**src/rtl/pipe_ctrl_pkg.sv**
```systemverilog
// Shared types and defaults for the pipeline stall/flush sequencer.
package pipe_ctrl_pkg;

    localparam int CNT_W_DEFAULT = 32;

    typedef enum logic {
        RUN    = 1'b0,
        I_KILL = 1'b1
    } hz_state_t;

endpackage

```
**src/rtl/sat_counter.sv**
```systemverilog
// Up-counter that sticks at all-ones instead of wrapping.
module sat_counter #(
    parameter int CNT_W = 32
) (
    input  logic             clk,
    input  logic             rst,
    input  logic             inc,
    output logic [CNT_W-1:0] q
);

    always_ff @(posedge clk or negedge rst) begin
        if (!rst) begin
            q <= '0;
        end else if (inc && (q != '1)) begin
            q <= q + 1'b1;
        end
    end

endmodule

```
**src/rtl/pipe_hazard_ctrl.sv**
```systemverilog
// Fixed-priority stall/flush sequencer for the 5-stage pipeline: D-miss,
// taken branch, wrong-path fetch kill, load-use, I-miss; plus stall/flush counters.
module pipe_hazard_ctrl
    import pipe_ctrl_pkg::*;
#(
    parameter int CNT_W = CNT_W_DEFAULT
) (
    input  logic             clk,
    input  logic             rst,
    input  logic             ic_ready,
    input  logic             dc_req,
    input  logic             dc_ready,
    input  logic             br_taken,
    input  logic             load_use,
    output logic             pc_we,
    output logic             if_id_we,
    output logic             if_id_zero,
    output logic             id_ex_we,
    output logic             id_ex_zero,
    output logic             ex_mem_we,
    output logic             ex_mem_zero,
    output logic             mem_wb_we,
    output logic             mem_wb_zero,
    output logic [CNT_W-1:0] stall_cnt,
    output logic [CNT_W-1:0] flush_cnt
);

    hz_state_t state, state_nxt;
    logic      ds, is;
    logic      flush_inc, stall_inc;

    assign ds = dc_req & ~dc_ready;
    assign is = ~ic_ready;

    always_comb begin
        pc_we       = 1'b1;
        if_id_we    = 1'b1;
        if_id_zero  = 1'b0;
        id_ex_we    = 1'b1;
        id_ex_zero  = 1'b0;
        ex_mem_we   = 1'b1;
        ex_mem_zero = 1'b0;
        mem_wb_we   = 1'b1;
        mem_wb_zero = 1'b0;
        flush_inc   = 1'b0;
        state_nxt   = state;

        if (!rst) begin
            pc_we     = 1'b0;
            if_id_we  = 1'b0;
            id_ex_we  = 1'b0;
            ex_mem_we = 1'b0;
            mem_wb_we = 1'b0;
            state_nxt = RUN;
        end else if (ds) begin
            // EX is frozen, so a pending branch/load-use is seen again once the miss clears
            pc_we       = 1'b0;
            if_id_we    = 1'b0;
            id_ex_we    = 1'b0;
            ex_mem_we   = 1'b0;
            mem_wb_zero = 1'b1;
        end else if (br_taken) begin
            if_id_zero = 1'b1;
            id_ex_zero = 1'b1;
            flush_inc  = 1'b1;
            state_nxt  = is ? I_KILL : RUN;
        end else if (state == I_KILL) begin
            // the word returning on ic_ready is the stale fetch; the bubble drops it
            pc_we      = 1'b0;
            if_id_zero = 1'b1;
            if (ic_ready) begin
                state_nxt = RUN;
            end
        end else if (load_use) begin
            pc_we      = 1'b0;
            if_id_we   = 1'b0;
            id_ex_zero = 1'b1;
        end else if (is) begin
            pc_we      = 1'b0;
            if_id_zero = 1'b1;
        end
    end

    always_ff @(posedge clk or negedge rst) begin
        if (!rst) begin
            state <= RUN;
        end else begin
            state <= state_nxt;
        end
    end

    assign stall_inc = rst & ~pc_we;

    sat_counter #(.CNT_W(CNT_W)) u_stall_cnt (
        .clk (clk),
        .rst (rst),
        .inc (stall_inc),
        .q   (stall_cnt)
    );

    sat_counter #(.CNT_W(CNT_W)) u_flush_cnt (
        .clk (clk),
        .rst (rst),
        .inc (flush_inc),
        .q   (flush_cnt)
    );

endmodule

```
**config.mk**
```make
export PLATFORM = sky130hd
export DESIGN_NAME = pipe_hazard_ctrl
export DESIGN_NICKNAME = d
export VERILOG_FILES = /design/src/rtl/pipe_ctrl_pkg.sv /design/src/rtl/sat_counter.sv /design/src/rtl/pipe_hazard_ctrl.sv
export SDC_FILE = /design/constraint.sdc
export NUM_CORES = 1
export LEC_CHECK = 0
export CORE_MARGIN = 5
export CORE_UTILIZATION = 50
export DETAILED_ROUTE_END_ITERATION = 12
export PLACE_DENSITY_LB_ADDON = 0.05
export SYNTH_ARGS = -nofsm -noshare
export SYNTH_HDL_FRONTEND = slang
export SYNTH_SLANG_ARGS = --single-unit
```
**constraint.sdc**
```tcl
create_clock -name clk -period 2.18 [get_ports clk]
set_input_delay 0.327 -clock clk [delete_from_list [all_inputs] [get_ports clk]]
set_output_delay 0.327 -clock clk [all_outputs]
set_load 0.005 [all_outputs]
```
# [Word-level counts from Yosys, hierarchy flattened]
# Cells that the tools add are included.
[totals] register_bits=65 latchBits=0 mem_bits_rw=0 mem_bits_ro=0 inputBits=7 wordCells=48 memories=0
[classes] add_sub_neg=2 multipliers=0 div_mod_pow=0 n_lt_le_gt_ge=0 eq_ne=3 shift=0 mux=34 bitwise=4 reduce_logical=2
[op_table] op="$add A32 B1 Y32 const B" n=2
[op_table] op="$ne A32 B32 Y1 const B" n=2
[op_table] op="$mux W1" n=34
[op_table] op="$and A1 B1 Y1" n=2
[op_table] op="$logic_and A1 B1 Y1" n=2
[op_table] op="$ne A2 B2 Y1 const B" n=1
[op_table] op="$not A1 Y1" n=2

# [Logic depth before layout (Yosys ltp)]
[logic_depth] ltp_word=9 mapped_depth=7 mapped_depth_nobuf=6

# [Cells and area by module]
# Synthesis repeated with hierarchy kept, for this count alone.
[unflattened] cells_unflattened=316 hier_area_um2=3309.4
[modules_own_cells] module="sat_counter (u_stall_cnt)" instances=1 cells_each=151 area_per_inst_um2=1624.1
[modules_own_cells] module="sat_counter (u_flush_cnt)" instances=1 cells_each=140 area_per_inst_um2=1522.7
[modules_own_cells] module="pipe_hazard_ctrl" instances=1 cells_each=25 area_per_inst_um2=162.7

# [Least setup slack after synthesis]
# Ideal clock, no wire load.
[synth_timing] path_kind="flip-flop to flip-flop" startpoint="register u_flush_cnt.q[0]" endpoint="register u_flush_cnt.q[15]" setup_time_ns=0.123 arrival_time_ns=1.695 required_time_ns=2.057 setup_slack_ns=0.361 path_stages_with_launch=7 path_buffers=0 path_cell_list="dfrtp_1 -> ha_1 -> nand3_1 -> nor4_1 -> a211oi_1 -> nand4_1 -> xnor2_1"
[synth_via] elab_chain_len=2 word_cells_on_any_way=3 classes_between="add/sub: 1; eq/ne: 1; reduce/logical: 1"
[synth_lines] item="start, declared" line_no="sat_counter.sv:8" source="output logic [CNT_W-1:0] q"
[synth_lines] item="start signal, assigned" line_no="sat_counter.sv:15" source="q <= q + 1'b1;"
[synth_lines] item="parallel branches: the longest is 2 deep, another holds $add A32 B1 Y32"
# Several ways; the timed one is not identified.
# A chain may end at the register's enable or synchronous reset.

# [Worst setup path after layout]
[layout_timing] startpoint="input dc_ready" endpoint="output mem_wb_zero"
[layout_via] elab_chain_len=4
[layout_lines] item="start, declared" line_no="pipe_hazard_ctrl.sv:12" source="input logic dc_ready,"
[layout_lines] item="$not A1 Y1" line_no="pipe_hazard_ctrl.sv:32" source="assign ds = dc_req & ~dc_ready;"
[layout_lines] item="$and A1 B1 Y1" line_no="pipe_hazard_ctrl.sv:32"
[layout_lines] item="$mux W1" line_no="pipe_hazard_ctrl.sv:55" source="end else if (ds) begin"
[layout_lines] item="$mux W1" line_no="pipe_hazard_ctrl.sv:48" source="if (!rst) begin"
[layout_lines] item="end, declared" line_no="pipe_hazard_ctrl.sv:23" source="output logic mem_wb_zero,"
# No other way between the ends.

==> run_results.csv <==
group,metric,value,unit
clocking,htreeDepth,3,
route,drt_wl_total,7450,µm
power_and_ir_drop,power_density,709,mW/mm²
sta,post-route-period-util,0.961,
floorplanning,row_count,29,
status,status,"complete, no violations",
global_route,antenna_found_initial,0,
synthesis,ys.warnings.count,0,
final_layout,diodes,0,
power_and_ir_drop,ir_drop,0.000676,V
final_layout,drive_above_1_share,0.141,
synthesis,syn_area_per_cell,10.7,µm²
synthesis,synth_nets,318,
critical_path,cp-end-kind,"output pin",
run,maxCapViolCount,0,
floorplanning,die_w,91.4,µm
worst_hold_path,hp-class,"in2async",
synthesis,netlist_area,0.00331,mm²
clocking,cts_made_buffers,9,
critical_path,worstSetupPathType,"in2out",
placed_design,dp_hpwl,5570,µm
critical_path,cp_common_cell,"clkdlybuf4s50_1",
final_layout,stdcell_area,0.00452,mm²
final_layout,final_util,0.707,
clocking,clk_path_buf_depth,2,
clocking,clkTransAtPathRegs,70,ps
floorplanning,core_area,0.00639,mm²
route,drtAntennaViolNets,0,
final_layout,final_nets,422,
sta,timing.slew.headroom,0.509,
route,vias_per_cell,5.39,
synthesis,synth_cell_types,52,
critical_path,crit_required,1850,ps
placed_design,dp_cells,478,
synthesis,async_flop_share,1.00,
global_route,grt_overflow,0,
synthesis,synth_cells,309,
final_layout,regArea,0.00163,mm²
clocking,clock_latency,330,ps
critical_path,crit_arrival,1770,ps
synthesis,ys.flop_type,"dfrtp_1",
sta,max_freq,477,MHz
final_layout,final_cells,494,
sta,period_minus_slack,2100,ps
global_route,grt_max_degree,62,
synthesis,yosysSeqAreaShare,0.491,
final_layout,area_growth,36.2,%
clocking,cts.sinks,65,
synthesis,synth_edf_count,0,
placed_design,dpl_cell_area,0.00429,mm²
placed_design,gp_congestion,0.811,
floorplanning,initial_core_util,0.519,
route,drc_errors,0,
route,wl_per_cell,15.1,µm
clocking,root_buffer,"clkbuf_8",
placed_design,port_buffers,78,
critical_path,cp_max_fo,3,
sta,hold_viol_final,0,
power_and_ir_drop,total_power,3.20,mW
floorplanning,die_h,91.4,µm
clocking,cts_tree,"done",
sta,final_max_slew_viol_count,0,
global_route,grt_pass1_wl,12200,µm
final_layout,num-fill-cells,509,
critical_path,critPathMaxStageDelay,520,ps
sta,whs,393,ps
route,drt-initial-drc-count,74,
route,dr.pass1.iters,4,
global_route,gr-usage-all-layers,0.177,
floorplanning,die-area,0.00836,mm²
critical_path,crit_slowest_cell,"clkdlybuf4s50_1",
power_and_ir_drop,power.leakage,1.94,nW
floorplanning,io_pins,80,
sta,setup_viol,0,
sta,clock-skew-final,10.8,ps
sta,grt_setup_unrepaired,"no",
critical_path,crit_path_start_kind,"primary input",
critical_path,path_cells,"clkdlybuf4s50_1 > and2b_1 > buf_4 > and2_1 > clkdlybuf4s50_1",
global_route,grt_pass1_vias,2615,
sta,tightest_slew,737,ps
final_layout,multi_input_area,0.00161,mm²
route,vias,2665,
synthesis,ys_ff_latch,65,
## cell families (layout without fill, tap and decap cells)
family | after synthesis | in the layout | share of synthesized area
AO/OA/AOI/OAI | 21 | 21 | 0.0506
XOR/XNOR | 59 | 59 | 0.156
adder cells (fa/ha/maj) | 2 | 2 | 0.00755
buffers and inverters | 16 | 124 | 0.0242
flip-flops | 65 | 65 | 0.491
multiplexers | 2 | 2 | 0.00679
other | 1 | 1 | 0.00113
AND/OR/NAND/NOR | 143 | 143 | 0.263
## per-stage QoR
stage          setup slack (ps)  TNS (ps)
2_1_floorplan               361         0
3_3_place_gp              -10.1     -18.2
3_5_place_dp              -83.9      -347
4_1_cts                    57.5         0
5_1_grt                    10.4         0
6_report                   84.7         0
## timing repair
item                                   4_1_cts  5_1_grt
pin swaps                                    0        0
resized for setup                            1        1
buffers inserted                             0        0
endpoints found under the hold margin        4        0
setup endpoints to repair                    1        1
hold buffers                                 1        0
## metal layers
layer  vias up  GRT usage  part of all wire
met1      1310      0.223              0.44
met4         0     0.0660             0.012
met5         -          0                 0
met2        49      0.300              0.51
met3         8     0.0339             0.036
li1       1298          -                 -
## cell usage in the layout, fill, tap and decap left out, types with 2 or more instances in the layout
master / count
nand2b_1: 2
buf_4: 20
a21oi_1: 6
clkbuf_1: 2
nor4_1: 4
and3_2: 2
a31oi_1: 4
nor3b_1: 3
nand3_1: 29
ha_1: 2
dfrtp_1: 65
xor2_1: 23
nand4_4: 2
inv_1: 10
and2_1: 2
mux2_2: 2
nor4_4: 2
or3_1: 2
xnor2_1: 36
nor2_1: 22
and3_1: 5
clkbuf_8: 10
nand2_1: 25
nand4_1: 14
nor4_2: 5
nor3_1: 10
bufinv_16: 2
clkdlybuf4s50_1: 76
## registers in the layout (all words and copies together) (netlist names)
register,cells
u_stall_cnt.q,32
state,1
u_flush_cnt.q,32
## cell usage after synthesis (all sizes together) (2+ instances only)
library cell / count / area share
a211oi: 2 / 0.0060
a21oi: 6 / 0.0091
a31oi: 4 / 0.0075
and2: 3 / 0.0060
and3: 7 / 0.014
buf: 4 / 0.010
clkbuf: 2 / 0.0026
dfrtp: 65 / 0.49
ha: 2 / 0.0075
inv: 10 / 0.011
mux2: 2 / 0.0068
nand2: 25 / 0.028
nand2b: 2 / 0.0038
nand3: 29 / 0.044
nand4: 16 / 0.039
nor2: 23 / 0.026
nor3: 11 / 0.018
nor3b: 3 / 0.0068
nor4: 11 / 0.039
nor4b: 2 / 0.0098
o211ai: 2 / 0.0087
o21ai: 2 / 0.0042
o31ai: 2 / 0.0060
or2: 2 / 0.0038
or3: 2 / 0.0038
xnor2: 36 / 0.095
xor2: 23 / 0.061
## worst paths after layout
kind | cells after the start | startpoint | slack (ps) | to
min in group clk | 3 | rst | 450 | state
worst min register to register | 1 | u_flush_cnt.q[23] | 490 | u_flush_cnt.q[23]
worst max-delay path | 5 | dc_ready | 80 | mem_wb_zero
max in group asynchronous | 3 | rst | 1300 | u_flush_cnt.q[7]
worst min-delay path | 3 | rst | 390 | u_stall_cnt.q[18]
worst max register to register | 5 | u_flush_cnt.q[13] | 220 | u_flush_cnt.q[21]
## worst max-delay path, delay by kind of cell
family	cells	cell delay [ps]
buffers and inverters	3	1060
AND/OR/NAND/NOR	2	380
## final cells by class
cell class,instances,area share
multi-input cells,228,0.357
flip-flops and latches,65,0.360
inverters,10,0.00831
well taps,77,0.0213
clock inverters,3,0.0144
repair buffers,99,0.207
clock buffers,12,0.0321
## where the power goes
group          switching, mW  internal (mW)  total, mW
clock network          0.456          0.669       1.13
logic                  0.246          0.378      0.624
registers              0.133           1.32       1.45
Note: power is estimated with default switching activity, not from simulation.
